**src/rtl/jt12_mmr_wr.sv**
```systemverilog
// YM2612 register write stage: sequences address/data writes, owns globals 0x24-0x28 and
// forwards channel/operator writes. Optional data-write counter under JT12_MMR_WRCNT_EN.
module jt12_mmr_wr #(
  parameter int unsigned ADDR_BUSY = 1,
  parameter int unsigned DATA_BUSY = 8
) (
  input  logic        rst_aux,
  input  logic        clk,
  input  logic        clk_fm_en,
  input  logic        write,
  input  logic [1:0]  addr_s,
  input  logic [7:0]  din_s,
  output logic        busy_mmr,
  output logic        reg_wr,
  output logic        reg_part,
  output logic [7:0]  reg_addr,
  output logic [7:0]  reg_data,
  output logic [9:0]  value_A,
  output logic [7:0]  value_B,
  output logic        load_A,
  output logic        load_B,
  output logic        en_irq_A,
  output logic        en_irq_B,
  output logic        clr_flag_A,
  output logic        clr_flag_B,
  output logic [1:0]  ch3_mode,
  output logic        kon,
  output logic [3:0]  kon_op,
  output logic [2:0]  kon_ch,
  output logic [15:0] wr_cnt
);

  typedef enum logic {IDLE, BUSY} state_t;

  localparam logic [4:0] ADDR_CNT = 5'(ADDR_BUSY);
  localparam logic [4:0] DATA_CNT = 5'(DATA_BUSY);

  state_t      state_q, state_d;
  logic [4:0]  cnt_q, cnt_d;
  logic        write_l_q;
  logic        armed_q;
  logic [7:0]  sel_addr_q;
  logic        sel_part_q;
  logic        accept, acc_addr, acc_data;
  logic        hit_glob, hit_chan;

  // armed_q blocks a write level held through reset from counting as a fresh edge
  assign accept   = clk_fm_en & write & ~write_l_q & armed_q & (state_q == IDLE);
  assign acc_addr = accept & ~addr_s[0];
  assign acc_data = accept &  addr_s[0];
  assign hit_glob = ~sel_part_q & (sel_addr_q >= 8'h24) & (sel_addr_q <= 8'h28);
  assign hit_chan = sel_addr_q >= 8'h30;

  always_comb begin
    state_d = state_q;
    cnt_d   = cnt_q;
    if (clk_fm_en) begin
      case (state_q)
        IDLE: if (accept) begin
          state_d = BUSY;
          cnt_d   = addr_s[0] ? DATA_CNT : ADDR_CNT;
        end
        BUSY: if (cnt_q == 5'd1) state_d = IDLE;
              else               cnt_d   = cnt_q - 5'd1;
        default: state_d = IDLE;
      endcase
    end
  end

  always_ff @(posedge clk or posedge rst_aux) begin
    if (rst_aux) begin
      state_q   <= IDLE;
      cnt_q     <= '0;
      write_l_q <= 1'b0;
      armed_q   <= 1'b0;
    end else begin
      state_q <= state_d;
      cnt_q   <= cnt_d;
      if (clk_fm_en) begin
        write_l_q <= write;
        if (!write) armed_q <= 1'b1;
      end
    end
  end

  assign busy_mmr = (state_q == BUSY);

  always_ff @(posedge clk or posedge rst_aux) begin
    if (rst_aux) begin
      sel_addr_q <= '0;
      sel_part_q <= 1'b0;
      reg_wr     <= 1'b0;
      reg_part   <= 1'b0;
      reg_addr   <= '0;
      reg_data   <= '0;
      value_A    <= '0;
      value_B    <= '0;
      load_A     <= 1'b0;
      load_B     <= 1'b0;
      en_irq_A   <= 1'b0;
      en_irq_B   <= 1'b0;
      clr_flag_A <= 1'b0;
      clr_flag_B <= 1'b0;
      ch3_mode   <= '0;
      kon        <= 1'b0;
      kon_op     <= '0;
      kon_ch     <= '0;
    end else begin
      reg_wr     <= acc_data & hit_chan;
      kon        <= acc_data & hit_glob & (sel_addr_q == 8'h28);
      clr_flag_A <= acc_data & hit_glob & (sel_addr_q == 8'h27) & din_s[4];
      clr_flag_B <= acc_data & hit_glob & (sel_addr_q == 8'h27) & din_s[5];
      if (acc_addr) begin
        sel_addr_q <= din_s;
        sel_part_q <= addr_s[1];
      end
      if (acc_data && hit_chan) begin
        reg_part <= sel_part_q;
        reg_addr <= sel_addr_q;
        reg_data <= din_s;
      end
      if (acc_data && hit_glob) begin
        case (sel_addr_q)
          8'h24: value_A[9:2] <= din_s;
          8'h25: value_A[1:0] <= din_s[1:0];
          8'h26: value_B      <= din_s;
          8'h27: begin
            load_A   <= din_s[0];
            load_B   <= din_s[1];
            en_irq_A <= din_s[2];
            en_irq_B <= din_s[3];
            ch3_mode <= din_s[7:6];
          end
          8'h28: begin
            kon_op <= din_s[7:4];
            kon_ch <= din_s[2:0];
          end
          default: ;
        endcase
      end
    end
  end

`ifdef JT12_MMR_WRCNT_EN
  logic [15:0] wr_cnt_q;
  always_ff @(posedge clk or posedge rst_aux) begin
    if (rst_aux)       wr_cnt_q <= '0;
    else if (acc_data) wr_cnt_q <= wr_cnt_q + 16'd1;
  end
  assign wr_cnt = wr_cnt_q;
`else
  assign wr_cnt = '0;
`endif

endmodule
```
**config.mk**
```make
export PLATFORM = sky130hd
export DESIGN_NAME = jt12_mmr_wr
export DESIGN_NICKNAME = d
export VERILOG_FILES = /design/src/rtl/jt12_mmr_wr.sv
export SDC_FILE = /design/constraint.sdc
export NUM_CORES = 1
export LEC_CHECK = 0
export CAP_MARGIN = 20
export CORE_ASPECT_RATIO = 0.9
export CORE_MARGIN = 3
export CORE_UTILIZATION = 43
export CTS_CLUSTER_SIZE = 30
export DETAILED_ROUTE_END_ITERATION = 12
export PLACE_DENSITY_LB_ADDON = 0.3
export SYNTH_ARGS = -nofsm -noshare
export SYNTH_HDL_FRONTEND = slang
export SYNTH_SLANG_ARGS = --single-unit
```
**constraint.sdc**
```tcl
create_clock -name clk -period 1.9 [get_ports clk]
set_input_delay 0.19 -clock clk [delete_from_list [all_inputs] [get_ports clk]]
set_output_delay 0.19 -clock clk [all_outputs]
set_load 0.005 [all_outputs]
```
# Word level (Yosys, flattened, before mapping)
# Cells that the tools add are included.
[classes]
bitwise = 19
n_lt_le_gt_ge = 3
n_mux = 7
n_addsub = 1
n_div = 0
reduce_logical = 9
shifts = 0
n_mul = 0
eq_ne = 8
[op_table]
columns = ["cell", "n"]
rows = [
  ["8-bit by 6-bit equality test with 1-bit output, second input constant", 5],
  ["8-bit by 6-bit >= comparator with 1-bit output, second input constant", 2],
  ["1-bit AND", 14],
  ["2-bit AND reduction", 6],
  ["5-bit two-way mux", 2],
  ["5-bit case mux with 2 select lines", 1],
  ["8-bit by 6-bit <= comparator with 1-bit output, second input constant", 1],
  ["5-bit by 1-bit equality test with 1-bit output, second input constant", 1],
  ["1-bit NOT", 5],
  ["5-bit by 1-bit subtractor with 5-bit output, second input constant", 1],
  ["4-bit two-way mux", 1],
  ["2-bit inequality test, second input constant", 2],
  ["3-bit AND reduction", 1],
  ["1-bit logical AND", 2],
  ["1-bit two-way mux", 2],
  ["1-bit case mux with 2 select lines", 1],
]
[word_totals]
out_inout_bits = 69
regBits = 69
mem_bits_rw = 0
latch_bits = 0
memories = 0
inputBits = 14
mem_bits_ro = 0

# Depth between registers and ports, before layout
[logic_depth]
depth_word = 8
ltp_mapped = 6
mapped_depth_nobuf = 6

# Least setup slack after synthesis
# Ideal clock, no wire load.
[synth_timing]
path_type = "register -> register"
startpoint = "register state_q, in the netlist busy_mmr"
endpoint = "register reg_data[0]"
period_less_slack_ns = 1.822
arrival_time_ns = 1.697
stages_incl_launch_ff = 5
slack_ns = 0.078
path_cell_list = "dfrtp_1 -> nand4bb_4 -> nor3_2 -> buf_4 -> mux2_2"
[synth_between]
elab_chain_len = 4
[synth_lines]
columns = ["item", "line_no", "source"]
rows = [
  ["from (decl)", "38", "state_t state_q, state_d;"],
  ["from (signal assigned)", "77", "state_q <= state_d;"],
  ["1-bit NOT", "n/a", ""],
  ["1-bit AND", "48", "assign accept = clk_fm_en & write & ~write_l_q & armed_q & (state_q == IDLE);"],
  ["1-bit AND", "50", "assign acc_data = accept & addr_s[0];"],
  ["1-bit logical AND", "117", "if (acc_data && hit_chan) begin"],
  ["to (signal assigned)", "120", "reg_data <= din_s;"],
  ["to (decl)", "17", "output logic [7:0] reg_data,"],
]
# No other way between the ends.
# A chain may end at the register's enable or synchronous reset.

# Worst setup path after layout
[layout_timing]
startpoint = "register sel_addr_q[4]"
endpoint = "register load_B"
[layout_between]
elab_chain_len = 5
[layout_lines]
columns = ["item", "line_no", "source"]
rows = [
  ["from (decl)", "42", "logic [7:0] sel_addr_q;"],
  ["from (signal assigned)", "114", "sel_addr_q <= din_s;"],
  ["8-bit by 6-bit >= comparator with 1-bit output", "51", "assign hit_glob = ~sel_part_q & (sel_addr_q >= 8'h24) & (sel_addr_q <= 8'h28);"],
  ["1-bit AND (2 in series)", "51", ""],
  ["1-bit logical AND", "122", "if (acc_data && hit_glob) begin"],
  ["2-bit AND reduction (no line) (*)", "n/a", ""],
  ["to (signal assigned)", "129", "load_B <= din_s[1];"],
  ["to (decl)", "21", "output logic load_B,"],
]
# Every way passes the cells marked *; elsewhere a longest branch is shown, timed or not.

==> flow_results.xml <==
<?xml version="1.0" encoding="UTF-8"?>
<metrics>
  <group name="clock_network">
    <metric name="cts_made_buffers" unit="">9</metric>
    <metric name="numClockSinks" unit="">69</metric>
    <metric name="ctsHtreeMaxLevel" unit="">3</metric>
    <metric name="clk_root_buffer_cell" unit="">clkbuf_8</metric>
    <metric name="maximum_clock_path_buffer_count" unit="">2</metric>
    <metric name="clock_pin_slew_of_the_registers_on_the_worst_case_setup_and_hold_paths" unit="ns">0.07</metric>
    <metric name="worstSkewPairLatency" unit="ns">0.34</metric>
    <metric name="cts_tree" unit="">done</metric>
  </group>
  <group name="grt">
    <metric name="first_pass_grt_wire_length" unit="um">9910</metric>
    <metric name="globalRouteOverflowTotal" unit="">0</metric>
    <metric name="overall_fraction_of_global_route_tracks_in_use" unit="%">16.6</metric>
    <metric name="grt_pass1_vias" unit="">1973</metric>
    <metric name="maximum_number_of_pins_on_one_net_before_global_route_repair" unit="">70</metric>
    <metric name="antenna_found_initial" unit="">0</metric>
  </group>
  <group name="logic_synthesis">
    <metric name="synth_cell_types" unit="">35</metric>
    <metric name="synth.ff_latch_count" unit="">69</metric>
    <metric name="synth_area" unit="um^2">2950</metric>
    <metric name="post_synth.cell_area_avg" unit="um^2">14.5</metric>
    <metric name="yosys_warnings" unit="">0</metric>
    <metric name="syn_inst" unit="">204</metric>
    <metric name="ys_seq_area_share" unit="%">58.5</metric>
  </group>
  <group name="route">
    <metric name="total_wirelength_of_the_detailed_routed_design" unit="um">6160</metric>
    <metric name="detail_route.iter0.violations" unit="">50</metric>
    <metric name="drcViolationCount" unit="">0</metric>
    <metric name="routed_wire_length_per_instance" unit="um">15.7</metric>
    <metric name="num_vias" unit="">1892</metric>
    <metric name="dr.pass1.iters" unit="">4</metric>
    <metric name="vias_per_cell" unit="">4.81</metric>
    <metric name="drt.antenna.violating_nets" unit="">0</metric>
  </group>
  <group name="worst_setup_path">
    <metric name="worstSetupEndpointType" unit="">flip-flop</metric>
    <metric name="critical_path.cell_chain" unit="">or3b_4 &gt; nor4b_4 &gt; nand4_4 &gt; mux2_2</metric>
    <metric name="timing.critical_path.from_type" unit="">flip-flop</metric>
    <metric name="worstPathMaxFanout" unit="">8</metric>
    <metric name="setup.worst_path.class" unit="">flip-flop to flip-flop</metric>
    <metric name="timing.critical_path.slowest_stage_cell" unit="">or3b_4</metric>
    <metric name="worst_ep_arrival_time" unit="ns">2.02</metric>
    <metric name="wp_data_required" unit="ns">2.13</metric>
    <metric name="maximum_cell_stage_delay_along_the_critical_path" unit="ns">0.43</metric>
  </group>
  <group name="floorplanning">
    <metric name="placeableCoreArea" unit="um^2">6620</metric>
    <metric name="die_area" unit="um^2">7900</metric>
    <metric name="floorplan.die.width" unit="um">93.4</metric>
    <metric name="initial_cell_density_of_the_core" unit="%">44.6</metric>
    <metric name="io_pins" unit="">83</metric>
    <metric name="die-height" unit="um">84.6</metric>
    <metric name="rows" unit="">28</metric>
  </group>
  <group name="final_layout">
    <metric name="final.fill_count" unit="">537</metric>
    <metric name="flow.area_growth_from_synthesis" unit="%">37.3</metric>
    <metric name="non_filler_instance_count_after_layout" unit="">393</metric>
    <metric name="antenna-diode-count" unit="">0</metric>
    <metric name="nets" unit="">315</metric>
    <metric name="seqCellArea" unit="um^2">1730</metric>
    <metric name="share_of_post_route_cells_with_drive_strength_above_1" unit="%">34.3</metric>
    <metric name="final_cell_area" unit="um^2">4060</metric>
    <metric name="multi_input_area" unit="um^2">1120</metric>
  </group>
  <group name="timing">
    <metric name="final_layout_setup_total_negative_slack" unit="ns">0</metric>
    <metric name="final_hold_viol_count" unit="">0</metric>
    <metric name="timing.final.max_slew_violations" unit="">0</metric>
    <metric name="setup_repair_after_global_routing_missed_its_margin" unit="">no</metric>
    <metric name="holdWs" unit="ns">0.283</metric>
    <metric name="period_needed" unit="ns">1.80</metric>
    <metric name="clock.fmax" unit="MHz">557</metric>
    <metric name="skew" unit="ns">0.00783</metric>
    <metric name="final.period_utilization" unit="%">94.5</metric>
    <metric name="final-setup-viol-count" unit="">0</metric>
  </group>
  <group name="power_and_ir_drop">
    <metric name="power_density" unit="nW/um^2">1140</metric>
    <metric name="max-vdd-ir-drop" unit="mV">0.655</metric>
    <metric name="p_leak" unit="uW">0.00190</metric>
  </group>
  <group name="hold_path">
    <metric name="min-delay-path-class" unit="">input pin to async pin</metric>
  </group>
  <group name="placed_design">
    <metric name="final_weighted_congestion_in_routability_driven_placement" unit="">0.763</metric>
    <metric name="dp.cells" unit="">375</metric>
    <metric name="dp_wirelength" unit="um">4430</metric>
    <metric name="postPlaceCellArea" unit="um^2">3810</metric>
    <metric name="numPortBuffers" unit="">66</metric>
  </group>
  <group name="outcome">
    <metric name="status" unit="">finished clean</metric>
  </group>
  <group name="run">
    <metric name="timing.max_cap.violations" unit="">0</metric>
  </group>
</metrics>
-- final cells by class --
type	instances	share of cell area [%]
Sequential cell	69	42.6
Multi-Input combinational cell	122	27.6
Timing Repair Buffer	88	21.3
Clock buffer	11	3.73
Tap cell	90	2.78
Clock inverter	4	1.17
Inverter	9	0.926
-- where the power goes --
| part | switching, uW | total (uW) | internal (uW) |
|---|---|---|---|
| sequential | 280 | 2090 | 1810 |
| clock | 521 | 1190 | 666 |
| combinational | 511 | 1330 | 821 |
| total | 1310 | 4610 | 3300 |
-- flip-flops by register name, summed over array words and instances, names as in the netlist, 2 cells and up --
| name | cells |
|---|---|
| kon_op | 4 |
| sel_addr_q | 8 |
| value_A | 10 |
| ch3_mode | 2 |
| cnt_q | 5 |
| reg_addr | 8 |
| reg_data | 8 |
| kon_ch | 3 |
| value_B | 8 |
-- metrics by stage --
stage / power (uW) / util, % / setup WS [ns]
after floorplan: 2760 / - / 0.0781
after global placement: 3370 / 57.6 / 0.00500
after detailed placement: 3420 / 57.6 / -0.0736
after CTS: 4630 / 60.7 / 0.0395
after global routing: 4900 / 61.2 / 0.0150
final: 4610 / 61.2 / 0.104
-- what timing repair did --
| action | CTS | global route |
|---|---|---|
| endpoints found under the setup margin | 8 | 22 |
| resized for setup | 0 | 4 |
| pin swaps | 1 | 4 |
| hold buffers | 0 | 0 |
| setup buffers | 1 | 2 |
-- cell families (layout without fill, tap and decap cells) --
| group | after synthesis | after routing | synth area share, % |
|---|---|---|---|
| DFF | 69 | 69 | 58.5 |
| muxes | 57 | 57 | 21.7 |
| and+or+nand+nor | 36 | 36 | 9.96 |
| buffers and inverters | 28 | 112 | 5.89 |
| adders and majority gates | 2 | 2 | 0.847 |
| xor gates and xnor gates | 2 | 2 | 0.593 |
| AOI/OAI and AO/OA | 9 | 9 | 2.41 |
| other | 1 | 16 | 0.127 |
-- per-layer routing --
metal,vias to the layer above,track usage (%),share of wire [%]
li1,879,-,-
met1,951,21.1,43
met2,54,25.3,48
met3,8,8.24,7.5
met4,0,4.39,1.1
met5,-,0,0
-- critical path, delay by kind of cell, from the launching register on --
family        cells  cell delay [ns]
simple gates      3             0.97
flops             1             0.38
mux               1             0.33
-- final timing paths --
path | start | end | slack, ns | cells after the start
worst max-delay path | sel_addr_q[4] | load_B | 0.10 | 4
worst min-delay path | rst_aux | cnt_q[2] | 0.28 | 3
worst max register to register | sel_addr_q[4] | load_B | 0.10 | 4
worst min register to register | reg_part | reg_part | 0.51 | 1
max in group asynchronous | rst_aux | value_A[2] | 1.34 | 3
min in group clk | write | armed_q | 0.49 | 3
-- synthesized netlist by cell type --
cell | number | area (um^2)
a21oi_1 | 1 | 5.00
nand4_2 | 2 | 25.0
nor2_1 | 7 | 26.3
a21o_1 | 1 | 7.51
a211oi_1 | 2 | 15.0
nand3_1 | 2 | 10.0
a22oi_4 | 1 | 21.3
nor3_4 | 1 | 16.3
nor3_1 | 3 | 15.0
or3b_4 | 1 | 11.3
and3_1 | 1 | 6.26
conb_1 | 1 | 3.75
nand4bb_4 | 1 | 27.5
nor4b_4 | 1 | 23.8
o31ai_1 | 1 | 7.51
buf_2 | 1 | 5.00
ha_1 | 2 | 25.0
nand2_1 | 3 | 11.3
inv_1 | 9 | 33.8
and2_1 | 2 | 12.5
and4b_1 | 1 | 10.0
or4b_1 | 1 | 10.0
nor2b_1 | 3 | 18.8
dfrtp_1 | 69 | 1730
and4_1 | 2 | 17.5
mux2i_1 | 1 | 10.0
nand4b_1 | 1 | 8.76
nand4_1 | 1 | 6.26
nor2_2 | 1 | 6.26
nor3_2 | 1 | 10.0
o21ai_0 | 3 | 15.0
nand4_4 | 1 | 21.3
buf_4 | 18 | 135
mux2_2 | 56 | 631
xor2_1 | 2 | 17.5
-- layout by cell type (no fill, tap or decap), drive strengths merged, types with 2 or more instances in the layout --
master and count:
dfrtp 69, clkdlybuf4s50 66, mux2 56, buf 22, conb 16, clkbuf 11, inv 8, nor2 8
nor3 5, nand4 4, nand2 3, o21ai 3, nor2b 3, a211oi 2, and2 2, xor2 2
and4 2, nand3 2, clkinvlp 2, ha 2, clkinv 2
No activity file was read; power rests on OpenSTA's default activity.
